## config.mk

```make
export PLATFORM = sky130hd
export DESIGN_NAME = hpdmc_fml_arb
export DESIGN_NICKNAME = d
export VERILOG_FILES = /design/src/rtl/hpdmc_fml_arb.sv
export SDC_FILE = /design/constraint.sdc
export NUM_CORES = 1
export LEC_CHECK = 0
export CORE_AREA = 2 2 247 249
export CTS_CLUSTER_SIZE = 25
export DETAILED_ROUTE_END_ITERATION = 10
export DIE_AREA = 0 0 249 251
export GPL_ROUTABILITY_DRIVEN = 0
export MAX_ROUTING_LAYER = met4
export SLEW_MARGIN = 20
export SYNTH_ARGS = -nofsm -noshare
export SYNTH_HDL_FRONTEND = slang
export SYNTH_SLANG_ARGS = --single-unit
```

## constraint.sdc

```tcl
create_clock -name sys_clk -period 1.6 [get_ports sys_clk]
set_input_delay 0.32 -clock sys_clk [delete_from_list [all_inputs] [get_ports sys_clk]]
set_output_delay 0.32 -clock sys_clk [all_outputs]
set_load 0.01 [all_outputs]
```

## src/rtl/hpdmc_fml_arb.sv

```systemverilog
// hpdmc_fml_arb - N-port FML arbiter in front of the HPDMC FML slave port.
//
// Grants one of NPORTS FML masters at a time. The policy is round-robin or
// fixed priority, where the lowest index wins. The address phase of the next
// transfer overlaps the data burst of the current one. Write data and byte
// selects are steered from the master that owns the running burst.
//
// Ports
//   sys_clk, sys_rst_n        clock (rising edge), async active-low reset
//   m_adr/m_stb/m_we          per-master request (port i at slice i)
//   m_sel/m_di                per-master byte selects / write data, per beat
//   m_ack                     one-hot acknowledge pulse to the granted master
//   m_do                      read data, broadcast to all masters
//   s_adr/s_stb/s_we/s_ack    address phase towards the controller
//   s_sel/s_di/s_do           data phase towards/from the controller
//
// state   | meaning
// --------+--------------------------------------------------------------
// ST_IDLE | no request presented; pick a winner once the data bus frees up
// ST_REQ  | winner's address on s_*, s_stb gated until the last data beat
module hpdmc_fml_arb #(
  parameter int NPORTS    = 4,
  parameter int ADR_W     = 26,
  parameter int DATA_W    = 64,
  parameter int BURST     = 4,
  parameter int PRIO_MODE = 0
) (
  input  logic                       sys_clk,
  input  logic                       sys_rst_n,
  input  logic [NPORTS*ADR_W-1:0]    m_adr,
  input  logic [NPORTS-1:0]          m_stb,
  input  logic [NPORTS-1:0]          m_we,
  output logic [NPORTS-1:0]          m_ack,
  input  logic [NPORTS*DATA_W/8-1:0] m_sel,
  input  logic [NPORTS*DATA_W-1:0]   m_di,
  output logic [DATA_W-1:0]          m_do,
  output logic [ADR_W-1:0]           s_adr,
  output logic                       s_stb,
  output logic                       s_we,
  input  logic                       s_ack,
  output logic [DATA_W/8-1:0]        s_sel,
  output logic [DATA_W-1:0]          s_di,
  input  logic [DATA_W-1:0]          s_do
);

  localparam int GW = (NPORTS > 1) ? $clog2(NPORTS) : 1;
  localparam int CW = $clog2(BURST + 1);
  localparam int SW = DATA_W / 8;
  localparam logic [GW-1:0] LAST_PORT = GW'(NPORTS - 1);
  localparam logic [CW-1:0] BURST_C   = CW'(BURST);

  typedef enum logic {ST_IDLE, ST_REQ} state_t;

  state_t         r_state, w_state_nxt;
  logic [GW-1:0]  r_gnt, r_dport, r_last, w_win;
  logic [CW-1:0]  r_dcnt;
  logic           r_dwe;
  logic           w_any, w_take, w_gnt_stb, w_slot_free, w_addr_free;

  // Round-robin: first requester after the last grant, wrapping modulo NPORTS.
  // Scanning from the far end backwards lets the nearest requester win.
  function automatic logic [GW-1:0] rr_pick(input logic [NPORTS-1:0] req,
                                            input logic [GW-1:0]     last);
    logic [GW-1:0] pick;
    logic [GW-1:0] idx_c;
    int            idx;
    pick = '0;
    for (int k = NPORTS; k >= 1; k--) begin
      idx   = (int'(last) + k) % NPORTS;
      idx_c = GW'(idx);
      if (req[idx_c]) pick = idx_c;
    end
    return pick;
  endfunction

  function automatic logic [GW-1:0] prio_pick(input logic [NPORTS-1:0] req);
    logic [GW-1:0] pick;
    pick = '0;
    for (int i = NPORTS - 1; i >= 0; i--) begin
      if (req[i]) pick = GW'(i);
    end
    return pick;
  endfunction

  assign w_any       = |m_stb;
  assign w_win       = (PRIO_MODE != 0) ? prio_pick(m_stb) : rr_pick(m_stb, r_last);
  assign w_gnt_stb   = m_stb[r_gnt];
  assign w_slot_free = (r_dcnt <= CW'(1));
  // The grant is taken one cycle early (two beats left). This puts the
  // address phase in ST_REQ on the last beat, so a back-to-back burst has no gap.
  assign w_addr_free = (r_dcnt <= CW'(2));

  always_comb begin
    w_state_nxt = r_state;
    s_stb       = 1'b0;
    s_we        = 1'b0;
    s_adr       = '0;
    m_ack       = '0;
    w_take      = 1'b0;
    case (r_state)
      ST_IDLE: begin
        if (w_any && w_addr_free) w_state_nxt = ST_REQ;
      end
      ST_REQ: begin
        s_adr = m_adr[int'(r_gnt)*ADR_W +: ADR_W];
        s_we  = m_we[r_gnt];
        s_stb = w_gnt_stb & w_slot_free;
        if (s_stb && s_ack) begin
          m_ack[r_gnt] = 1'b1;
          w_take       = 1'b1;
          w_state_nxt  = ST_IDLE;
        end else if (!w_gnt_stb) begin
          // master withdrew its request before the ack: give up the grant
          w_state_nxt = ST_IDLE;
        end
      end
      default: w_state_nxt = ST_IDLE;
    endcase
  end

  always_ff @(posedge sys_clk or negedge sys_rst_n) begin
    if (!sys_rst_n) r_state <= ST_IDLE;
    else            r_state <= w_state_nxt;
  end

  always_ff @(posedge sys_clk or negedge sys_rst_n) begin
    if (!sys_rst_n) begin
      r_gnt   <= '0;
      r_dport <= '0;
      r_dwe   <= 1'b0;
      r_dcnt  <= '0;
      r_last  <= LAST_PORT;
    end else begin
      if (r_state == ST_IDLE && w_state_nxt == ST_REQ) r_gnt <= w_win;
      if (w_take) begin
        r_dport <= r_gnt;
        r_dwe   <= s_we;
        r_dcnt  <= BURST_C;
        r_last  <= r_gnt;
      end else if (r_dcnt != '0) begin
        r_dcnt <= r_dcnt - CW'(1);
      end
    end
  end

  assign s_sel = (r_dcnt != '0 && r_dwe) ? m_sel[int'(r_dport)*SW +: SW] : '0;
  assign s_di  = (r_dcnt != '0 && r_dwe) ? m_di[int'(r_dport)*DATA_W +: DATA_W] : '0;
  assign m_do  = s_do;

endmodule
```

Word-level counts from Yosys, hierarchy flattened
Index checks and enable logic that the tools add are counted.
{"block": "word_totals", "register_bits": 11, "elab_cells": 66, "out_inout_bits": 168}
{"block": "classes", "shift": 3, "n_bitwise": 2, "order_cmp": 8, "mux": 33, "n_addsub": 5, "mul": 1, "n_reduce_logical": 8}
{"operator": "256-bit by 9-bit indexed part select with 64-bit output", "count": 1}
{"operator": "104-bit by 8-bit indexed part select with 26-bit output", "count": 1}
{"operator": "64-bit 2-to-1 mux", "count": 1}
{"operator": "32-bit by 6-bit indexed part select with 8-bit output", "count": 1}
{"operator": "26-bit 2-to-1 mux", "count": 1}
{"operator": "2-bit by 3-bit less-than comparator with 1-bit output, second input constant", "count": 5}
{"operator": "1-bit 2-to-1 mux", "count": 14}
{"operator": "1-bit binary-select mux with 2-bit select", "count": 6}
{"operator": "2-bit 2-to-1 mux", "count": 4}
{"operator": "4-bit 2-to-1 mux", "count": 2}
{"operator": "8-bit 2-to-1 mux", "count": 1}
{"operator": "2-bit by 4-bit multiplier with 6-bit output, second input constant", "count": 1}
{"operator": "3-bit 2-to-1 mux", "count": 2}
{"operator": "1-bit logical AND", "count": 5}
{"operator": "2-bit by 1-bit adder with 2-bit output, second input constant", "count": 2}
{"operator": "2-bit adder, second input constant", "count": 2}
{"operator": "4-bit OR reduction", "count": 1}
{"operator": "3-bit by 1-bit <= comparator with 1-bit output, second input constant", "count": 1}
{"operator": "3-bit by 2-bit <= comparator with 1-bit output, second input constant", "count": 1}
{"operator": "3-bit nonzero test", "count": 1}
{"operator": "3-bit by 1-bit subtractor with 3-bit output, second input constant", "count": 1}
{"operator": "1-bit demux with 2-bit select", "count": 1}
{"operator": "2-bit by 1-bit greater-or-equal comparator with 1-bit output, second input constant", "count": 1}
{"operator": "1-bit one-hot mux with 2 select lines", "count": 1}
{"operator": "other kinds (3)", "count": 3}

Longest topological paths before layout
{"block": "depth", "word_depth": 7, "depth_mapped": 6, "mapped_depth_nobuf": 6}

Worst setup path after synthesis
No wires, ideal clock.
{"block": "synth_timing", "kind": "flip-flop to output port", "startpoint": "reg r_gnt[0]", "endpoint": "out s_adr[20]", "path_slack_ns": -0.093, "t_arrival_ns": 1.373, "t_required_ns": 1.280, "path_stages_with_launch": 5, "cell_sequence": "dfrtp_1 -> buf_4 -> buf_2 -> mux4_2 -> and2_1"}
{"block": "synth_between", "elab_chain_len": 3}
{"element": "start, declared", "line": "55", "rtl": "logic [GW-1:0] r_gnt, r_dport, r_last, w_win;"}
{"element": "start signal, assigned", "line": "134", "rtl": "if (r_state == ST_IDLE && w_state_nxt == ST_REQ) r_gnt <= w_win;"}
{"element": "2-bit by 4-bit multiplier with 6-bit output", "line": "105", "rtl": "s_adr = m_adr[int'(r_gnt)*ADR_W +: ADR_W];"}
{"element": "104-bit by 8-bit indexed part select with 26-bit output", "line": "105"}
{"element": "26-bit 2-to-1 mux", "line": "100", "rtl": "case (r_state)"}
{"element": "end, declared", "line": "37", "rtl": "output logic [ADR_W-1:0] s_adr,"}
Every way passes these cells.

Worst setup path after layout
{"block": "layout_timing", "startpoint": "reg r_dport[0]", "endpoint": "out s_di[1]"}
{"block": "layout_between", "elab_chain_len": 2}
{"element": "start, declared", "line": "55"}
{"element": "start signal, assigned", "line": "136", "rtl": "r_dport <= r_gnt;"}
{"element": "256-bit by 9-bit indexed part select with 64-bit output", "line": "147", "rtl": "assign s_di = (r_dcnt != '0 && r_dwe) ? m_di[int'(r_dport)*DATA_W +: DATA_W] : '0;"}
{"element": "64-bit 2-to-1 mux", "line": "147"}
{"element": "end, declared", "line": "42", "rtl": "output logic [DATA_W-1:0] s_di,"}
Every way passes these cells.

==> results.ini <==
[cells_and_area]
filler_cell_count=6499
drive_above_1_share_pct=49.7
final_nets=1377
seq_area_sq_um=288
multi_input_area_sq_um=3710
area_growth_pct=176

[logic_synthesis]
synth_area_per_cell_sq_um=11.5
seq_area_frac_synth_pct=6.53
yosys_warnings=0
synthCells=371
synth_cell_types=32
netlist_area_sq_um=4260
synth_seq_cells=11
synth_fp_nets=842

[sta]
fin_skew_ns=0.00260
final.setup.tns_ns=-59.26
slew-limit-headroom_pct=78.4
finalSetupViolCount=112
tightest_slew_ns=0.323
min_period_ns=2.27
setup_slack_ns=-0.667
rsz0062_at_grt=true
fmax_mhz=441
finalHoldViolCount=0
fin_crit_sh_pct=142
hold_slack_ns=0.403
slew_viol_final=0

[clock_tree]
cts_tree=yes
clockRootBuffer=clkbuf_16
numCtsBuffers=3
clk_pin_slew_ns=0.04
htreeDepth=1
cts_sinks=11
cts_max_path_buffers=2
worstSkewPairLatency_ns=0.24

[critical_path]
path_cells=buf_12 > buf_12 > buf_8 > mux4_2 > and3_4 > buf_6
end_kind=output pin
worstSetupPathType=register to output pin
crit_required_ns=1.28
critPathLaunchType=register
cp_common_cell=buf_12
path_max_fanout=8
critPathBufInv=4
critical_path.slowest_cell=dfrtp_4
max_stage_delay_ns=0.50
cp.arrival_ns=1.95
cpLargestDelayFamily=buffers and inverters

[floorplan]
die_x_microns=249
die_y_microns=251
core_area_sq_um=59800
pin_count=635
start_util_pct=7.12
die_area_sq_um=62500
std_cell_rows=90

[status]
status=finished with violations
violations=setup timing

[global_route]
grt_pass1_vias=6237
grt_use_total_pct=9.26
antenna_found_initial=4
gr-total-overflow=0
grt_first_pass_wirelength_mm=42.0
grt_max_degree=62

[power]
powerDensity_nw_per_um2=1400
max-vdd-ir-drop_mv=0.774
p_leak_nw=4.48

[min_path]
hp-class=input port to asynchronous set/reset pin

[route]
first_iter_violations=256
route.detailed.drc=0
vias=5675
wire_per_inst_microns=18.6
viasPerCell=3.36
postRouteAntennaNets=0
firstDrtPassIters=4
wl_mm=31.5

[placed_design]
io_buffers=506
hpwl_mm=23.8

[run]
cap_violations=0

## where the power goes
part | leakage [nW] | total, W | internal (W) | switching, W
combinational | 4.31 | 0.0152 | 0.00947 | 0.00578
clock | 0.0382 | 0.000475 | 0.000336 | 0.000139
sequential | 0.125 | 0.000716 | 0.000464 | 0.000253
total | 4.48 | 0.0164 | 0.0103 | 0.00617
## metal layers
metal | vias up | wire [microns] | global-route usage (%)
met4 | 0 | 581 | 1.89
met1 | 2854 | 13100 | 11.1
met5 | - | 0 | -
li1 | 2490 | - | -
met3 | 50 | 2080 | 2.38
met2 | 281 | 15800 | 15.6
## what timing repair did
item                       in CTS  in global routing
gates resized for setup       593                125
pin swaps                      27                 44
setup endpoints to repair     113                115
setup buffers                  69                 20
hold buffers                    0                  0
cloned                          7                  5
## synthesized netlist by cell type, drive strengths merged
library cell   n  area share, %
o21ba          1           0.24
dfstp          2            1.2
and3          74             11
and2          29            4.3
xnor2          1           0.21
a21oi          4           0.47
nand2          5           0.44
o211a          1           0.24
buf           88             15
ha             4            1.2
a21o           2           0.35
inv            5           0.44
mux4          99             52
o211ai         1           0.18
mux2           4            1.2
o21ai          2           0.32
nand2b         4           0.59
nor2           7           0.62
mux2i          4           0.94
dfrtp          9            5.3
a31oi          1           0.15
o221ai         1           0.21
nor3           2           0.24
nor2b          1           0.15
nor3b          2           0.74
clkbuf        18            1.6
## cell families (layout without fill, tap and decap cells)
kind of cell | count (synthesis) | after routing | share of synthesized area, %
mux | 107 | 107 | 54.6
fa+ha+maj | 4 | 4 | 1.18
other cells | 0 | 4 | 0
xor+xnor | 1 | 1 | 0.206
simple gates | 124 | 124 | 17.9
flops | 11 | 11 | 6.53
compound gates | 13 | 13 | 2.15
buf+inv | 111 | 645 | 17.5
## layout by cell type (no fill, tap or decap), drive strengths merged
master           n
mux2i            4
nor3b            2
a31oi            1
nor3             2
o221ai           1
a21oi            4
and2            29
o211ai           1
clkbuf           7
nand2b           4
nand2            5
dfrtp            9
o21ai            2
o211a            1
buf            231
clkdlybuf4s50  401
nor2b            1
xnor2            1
inv              5
diode            4
dfstp            2
ha               4
a21o             2
mux4            99
mux2             4
and3            74
o21ba            1
nor2             7
dlymetal6s2s     1
## through the flow
stage               worst slack [ns]  total power (W)  cells  utilization, %  cell area [sq um]
finish                        -0.667           0.0164   1691            19.6              11700
global route                  -0.704           0.0174   1690            19.6              11700
CTS                           -0.760           0.0153   1678            18.8              11200
detailed placement            -0.868           0.0116   1601            16.8              10000
global placement              -0.858           0.0116   1601            16.8              10000
floorplan                    -0.0799          0.00667    371               -               4300
## area by class of cell
cell class	instances	share of cell area [%]
repair buffers	636	56.7
multi-input cells	249	31.6
well taps	782	8.34
flip-flops and latches	11	2.45
clock buffers	4	0.672
inverters	5	0.160
diodes	4	0.0853
## sequential cells by signal, indices dropped and copies added, names as in the netlist
signal / cells
r_dport: 2
r_state: 1
r_last: 2
r_dcnt: 3
r_gnt: 2
r_dwe: 1
## worst paths after layout
check,startpoint,to,slack [ns],cells after the start
worst max-delay path,r_dport[0]$_DFFE_PN0P_,s_di[1],-0.67,6
worst min-delay path,sys_rst_n,r_dcnt[0]$_DFFE_PN0P_,0.40,2
worst max register to register,r_dcnt[0]$_DFFE_PN0P_,r_dport[0]$_DFFE_PN0P_,-0.36,10
worst min register to register,r_last[0]$_DFFE_PN1P_,r_last[0]$_DFFE_PN1P_,0.53,2
max in group asynchronous,sys_rst_n,r_last[0]$_DFFE_PN1P_,0.97,2
min in group sys_clk,r_last[0]$_DFFE_PN1P_,r_last[0]$_DFFE_PN1P_,0.53,2
Power figures use the tool's default switching activity.
==> RTL edit 1: new RTL, config.mk and constraints unchanged <==
Set the parameter `ADR_W` to 30 (it was 26).
--- a/src/rtl/hpdmc_fml_arb.sv
+++ b/src/rtl/hpdmc_fml_arb.sv
@@ -21,5 +21,5 @@
 module hpdmc_fml_arb #(
   parameter int NPORTS    = 4,
-  parameter int ADR_W     = 26,
+  parameter int ADR_W     = 30,
   parameter int DATA_W    = 64,
   parameter int BURST     = 4,
Ports: changed (resized m_adr and s_adr); port bits go from 635 to 655. No check against the original RTL was run, so the function may have changed too.
==> RTL edit 1 against the unedited design <==
Final cell count grew 1.2%. Utilization grew 0.65 points. Via count grew 1.8%. Non-clock buffer count grew 18. Fmax shrank 4.1%. Critical path depth grew 1. Clock power shrank 2%. Largest power group unchanged. The flow still finishes with violations (negative setup slack). Power grew 1.4%. Routed wire length shrank 4.9%. Cell area grew 3.3%. Setup slack lost 0.098 ns. Area after synthesis grew 5.4%. Sequential cell count is the same. Die area is the same.
==> RTL edit 1: results (changes against the unedited design) <==
GRT_FIRST_PASS_WIRELENGTH_MM=41.99  # about the same
RUN_STATUS='finished, violations left'
SYNTHFLOPTYPE='sky130_fd_sc_hd__dfrtp_1'
CRIT_PATH_MAX_FANOUT=6  # -2
CPMAXSTAGEDELAYCELL='sky130_fd_sc_hd__dfrtp_4'
CTS.REPORTEDPATHS.CLKPINSLEW_NS=0.04  # about the same
CELLLEAKAGEPOWER_nW=4.573  # +2.1%
WORST_EP_ARRIVAL_TIME_NS=2.04  # +0.09 ns
RR_STARTPOINT='r_gnt[0]'
SYNTHESIS.YOSYS.WARNINGS=0  # unchanged
NETLIST_TOP_CELLS_COUNT='sky130_fd_sc_hd__mux4_2, sky130_fd_sc_hd__and3_1, sky130_fd_sc_hd__buf_4, sky130_fd_sc_hd__and2_1, sky130_fd_sc_hd__clkbuf_1'
SETUP_VIOL_COUNT_FINAL=115  # +2.7%
POST-DP-HPWL_MM=24.28  # +2.0%
ANTENNADIODECOUNT=0  # -4
GLOBALROUTETOTALUTIL_PCT=9.154  # -0.10 points
FIN_SKEW_NS=0.0005518  # -0.002043 ns
POST-PLACE-WS_NS=-0.8461  # +0.02194 ns
INITIALDRTVIOLATIONCOUNT=202  # -21%
ROUTE.FINAL.WIRE_LENGTH_MM=30.00  # -4.9%
NETS=1417  # +2.9%
R2R_END='r_dwe'
LAYOUT.AREA.SEQ_UM2=289.0  # +0.43%
RRSETUPSLACK_NS=-0.34  # +0.02 ns
PLACE.PORT_BUFFERS=526  # +4.0%
POST_ROUTE_CELLS_DRIVE_ABOVE_1_SHARE_PCT=50.75  # +1.0 points
HTREE_NUM_LEVELS=1  # unchanged
SYNTH-SEQ-AREA-SHARE_PCT=6.191  # -0.34 points
TIMING.REG2REG.WORST_PATH_DEPTH=9  # -1
VDD_IR_DROP_MAX_V=0.0007375  # -4.8%
SLEW_HEADROOM_PCT=78.16  # -0.29 points
FILLERINSTANCES=6446  # -0.82%
ANTENNA_FOUND_INITIAL=0  # -4
PIN_COUNT_OF_THE_BIGGEST_NET_ENTERING_GLOBAL_ROUTING=45  # -27%
YOSYSUNIQUECELLTYPES=34  # +6.3%
ROUTED-VIA-COUNT=5779  # +1.8%
POSTPLACECELLAREA_UM2=10940  # +8.9%
POST-ROUTE-WORST-SETUP-SLACK_NS=-0.7650  # -0.09771 ns
FIRST_GLOBAL_VIAS=6415  # +2.9%
SYNTH.AREA.TOP_CELLS='sky130_fd_sc_hd__mux4_2, sky130_fd_sc_hd__buf_4, sky130_fd_sc_hd__and3_1'
FAILING_CHECKS='negative setup slack'
INTERNAL_POWER_mW=10.55  # +2.8%
SYNTHESIS.NETS=865  # +2.7%
FINALSETUPTNS_NS=-63.07  # -3.803 ns
CLOCKBUFFERDEPTH=2  # unchanged
RTL edit 1: cell types whose count changed after synthesis, moves of 3 or more:
cell / unedited run / this run
sky130_fd_sc_hd__buf_12: 0 / 9
sky130_fd_sc_hd__and2_1: 29 / 33
sky130_fd_sc_hd__mux4_1: 0 / 6
sky130_fd_sc_hd__buf_4: 67 / 64
sky130_fd_sc_hd__o21ai_0: 1 / 4
sky130_fd_sc_hd__buf_6: 8 / 3
RTL edit 1: worst max path at each step:
stage | end | depth (start not counted) | slack, ns | startpoint
floorplan | s_di[10] | 4 | -0.08 | r_dport[0]
global placement | s_di[15] | 4 | -0.85 | m_di[143]
detailed placement | s_di[15] | 4 | -0.85 | m_di[143]
CTS | s_di[49] | 7 | -0.78 | r_dport[0]
global route | s_di[49] | 7 | -0.80 | r_dport[0]
finish | s_di[49] | 7 | -0.76 | r_dport[0]
RTL edit 1: area by class of cell:
cell class                      count  area share, %
Clock buffer                        4         0.6505
Timing Repair Buffer              654          56.76
Inverter                            4         0.1239
Sequential cell                    11          2.385
Multi-Input combinational cell    257          32.01
Tap cell                          782          8.074
RTL edit 1: per-layer routing:
layer	vias to the layer above	wire, µm	track usage, %
met5	-	0	-
met4	0	941	2.788
met3	40	2256	2.133
met2	379	15560	16.60
met1	2808	11230	9.887
li1	2552	-	-
RTL edit 1: power groups by stage:
stage	clock, mW	sequential (mW)	combinational, mW
3_3_place_gp	0	0.669	12.7
3_5_place_dp	0	0.675	12.8
6_report	0.464	0.699	15.5
2_1_floorplan	0	0.545	7.45
5_1_grt	0.481	0.729	16.4
4_1_cts	0.465	0.703	15.5
RTL edit 1: logic make-up (layout without fill, tap and decap cells):
| family | Yosys count | after routing | synth area share [%] |
|---|---|---|---|
| and+or+nand+nor | 129 | 129 | 17.40 |
| muxes | 112 | 112 | 54.74 |
| buffers and inverters | 111 | 662 | 18.71 |
| AOI/OAI and AO/OA | 12 | 12 | 1.924 |
| DFF | 11 | 11 | 6.191 |
| adders and majority gates | 3 | 3 | 0.8367 |
| xor gates and xnor gates | 1 | 1 | 0.1952 |
RTL edit 1: metrics by stage:
| step | hold WS [ns] | cells |
|---|---|---|
| 3_5_place_dp | 0.5221 | 1643 |
| 4_1_cts | 0.3963 | 1708 |
| 3_3_place_gp | 0.5127 | 1643 |
| 5_1_grt | 0.4048 | 1712 |
| 2_1_floorplan | 0.02441 | 379 |
| 6_report | 0.4024 | 1712 |
RTL edit 1: what timing repair did:
item,in CTS,in global routing
resized for setup,597,57
pin swaps,67,29
cloned,4,1
endpoints found under the hold margin,0,0
setup endpoints to repair,114,116
buffers inserted,59,15
==> RTL edit 2: new RTL, config.mk and constraints unchanged <==
Without the edit above. Reset style: synchronous (`sys_rst_n`), changed in 2 clocked blocks. Comments in the files are not updated.
--- a/src/rtl/hpdmc_fml_arb.sv
+++ b/src/rtl/hpdmc_fml_arb.sv
@@ -119,10 +119,10 @@
   end
 
-  always_ff @(posedge sys_clk or negedge sys_rst_n) begin
+  always_ff @(posedge sys_clk) begin
     if (!sys_rst_n) r_state <= ST_IDLE;
     else            r_state <= w_state_nxt;
   end
 
-  always_ff @(posedge sys_clk or negedge sys_rst_n) begin
+  always_ff @(posedge sys_clk) begin
     if (!sys_rst_n) begin
       r_gnt   <= '0;
Check against the original RTL: not equivalent (a bounded check fails within 4 cycles, from zero or initial values and one cycle with sys_rst_n low; the reset may be asserted at any time).
==> RTL edit 2 against the unedited design <==
The run still ends with negative setup slack left. Sequential cell count unchanged. Sequential power decreased by 30%. Die area unchanged. Setup slack improved by 0.016 ns. Count of clock-buffer cells in the layout decreased by 1. Routed wire length increased by 8.0%. Critical path depth unchanged. Power decreased by 46%. Global-route usage increased by 1.2 points. Cell area increased by 2.7%. Combinational power decreased by 48%. Area after synthesis decreased by 1.1%. Critical path type unchanged. Largest power group unchanged. Highest routed layer unchanged.
==> RTL edit 2: results (changes against the unedited design) <==
YOSYSUNIQUECELLTYPES=40  # +25%
POSTPLACECELLAREA_UM2=10650  # +6.0%
WORST_HOLD_PATH_TYPE='reg2reg'
DRT-VIAS-PER-INSTANCE=3.403  # +1.4%
FINALSETUPTNS_NS=-56.21  # +3.048 ns
POST-PLACE-WS_NS=-0.9785  # -0.1105 ns
RR_STARTPOINT='r_gnt[0]'
SYNTHFLOPTYPE='sky130_fd_sc_hd__dfxtp_1'
FINISH.CELL_COUNT_WITHOUT_FILLERS=1711  # +1.2%
SYNTH-SEQ-AREA-SHARE_PCT=5.232  # -1.3 points
DETAILROUTE.WIRELENGTH.MET2_MM=17.22  # +9.1%
PIN_COUNT_OF_THE_BIGGEST_NET_ENTERING_GLOBAL_ROUTING=39  # -37%
SYNTHESIS.NETS=849  # +0.83%
GRT_FIRST_PASS_WIRELENGTH_MM=46.05  # +9.6%
GLOBAL_ROUTE.USAGE.MET2_PCT=18.66  # +3.0 points
GLOBALROUTETOTALUTIL_PCT=10.49  # +1.2 points
VDD_IR_DROP_MAX_V=0.0006953  # -10%
TIGHTEST_SLEW_NS=0.4052  # +0.08186 ns
R2R_END='r_last[0]'
SETUP_VIOL_COUNT_FINAL=113  # +0.89%
INITIALDRTVIOLATIONCOUNT=198  # -23%
DETAIL_ROUTE.WIRELENGTH.MET1_MM=12.42  # -5.1%
RUN_STATUS='finished, violations left'
NETS=1397  # +1.5%
FAILING_CHECKS='negative setup slack'
FIN_TOTAL_PWR_mW=8.924  # -46%
CTS-RESIZED-GATES=574  # -3.2%
DR_WL_MET3_MM=3.265  # +57%
WORST_EP_ARRIVAL_TIME_NS=1.93  # -0.02 ns
CELLLEAKAGEPOWER_nW=4.392  # -1.9%
PLACE_INST=1635  # +2.1%
GRT_USE_MET1_PCT=10.86  # -0.25 points
FIRST_GLOBAL_VIAS=6570  # +5.3%
DETAIL_ROUTED_NET_LENGTH_PER_STANDARD_CELL_UM=19.90  # +6.7%
POST-ROUTE-WORST-SETUP-SLACK_NS=-0.6509  # +0.01638 ns
POST-DP-HPWL_MM=27.45  # +15%
[RTL edit 2: changes by cell type after synthesis, sizes merged, moves of 4 or more]
cell    change
a21oi       -4
nand3       +5
dfxtp      +11
clkbuf      +5
dfrtp       -9
[RTL edit 2: cell families (layout without fill, tap and decap cells)]
family / Yosys count / after routing / synth area share, %
xor+xnor: 1 / 1 / 0.2081
buf+inv: 113 / 660 / 17.06
other cells: 0 / 4 / 0
fa+ha+maj: 4 / 4 / 1.189
mux: 103 / 103 / 54.25
flops: 11 / 11 / 5.232
simple gates: 131 / 131 / 19.17
compound gates: 15 / 15 / 2.884
[RTL edit 2: how the worst max path moves through the flow]
stage | depth (start not counted) | slack (ns) | startpoint | to
3_5_place_dp | 6 | -0.98 | m_stb[1] | m_ack[1]
3_3_place_gp | 6 | -0.97 | m_stb[1] | m_ack[0]
2_1_floorplan | 4 | -0.06 | r_gnt[0] | s_adr[22]
4_1_cts | 6 | -0.75 | r_dport[0] | s_di[33]
5_1_grt | 7 | -0.71 | r_dport[0] | s_di[46]
6_report | 6 | -0.65 | r_dport[0] | s_di[33]
[RTL edit 2: final cells by class]
| cell class | instances | area (µm²) |
|---|---|---|
| inverter | 4 | 17.52 |
| antenna | 4 | 10.01 |
| fill | 6420 | 47750 |
| clock buffer | 3 | 75.07 |
| tap | 782 | 978.4 |
| clock inverter | 1 | 5.005 |
| multi-input combinational | 254 | 3790 |
| timing repair buffer | 652 | 6927 |
| sequential | 11 | 240.2 |
[RTL edit 2: worst min-delay path, delay by kind of cell (launching register included)]
family | cells | cell delay (ns)
simple gates | 1 | 0.06
flops | 1 | 0.38
mux | 1 | 0.10
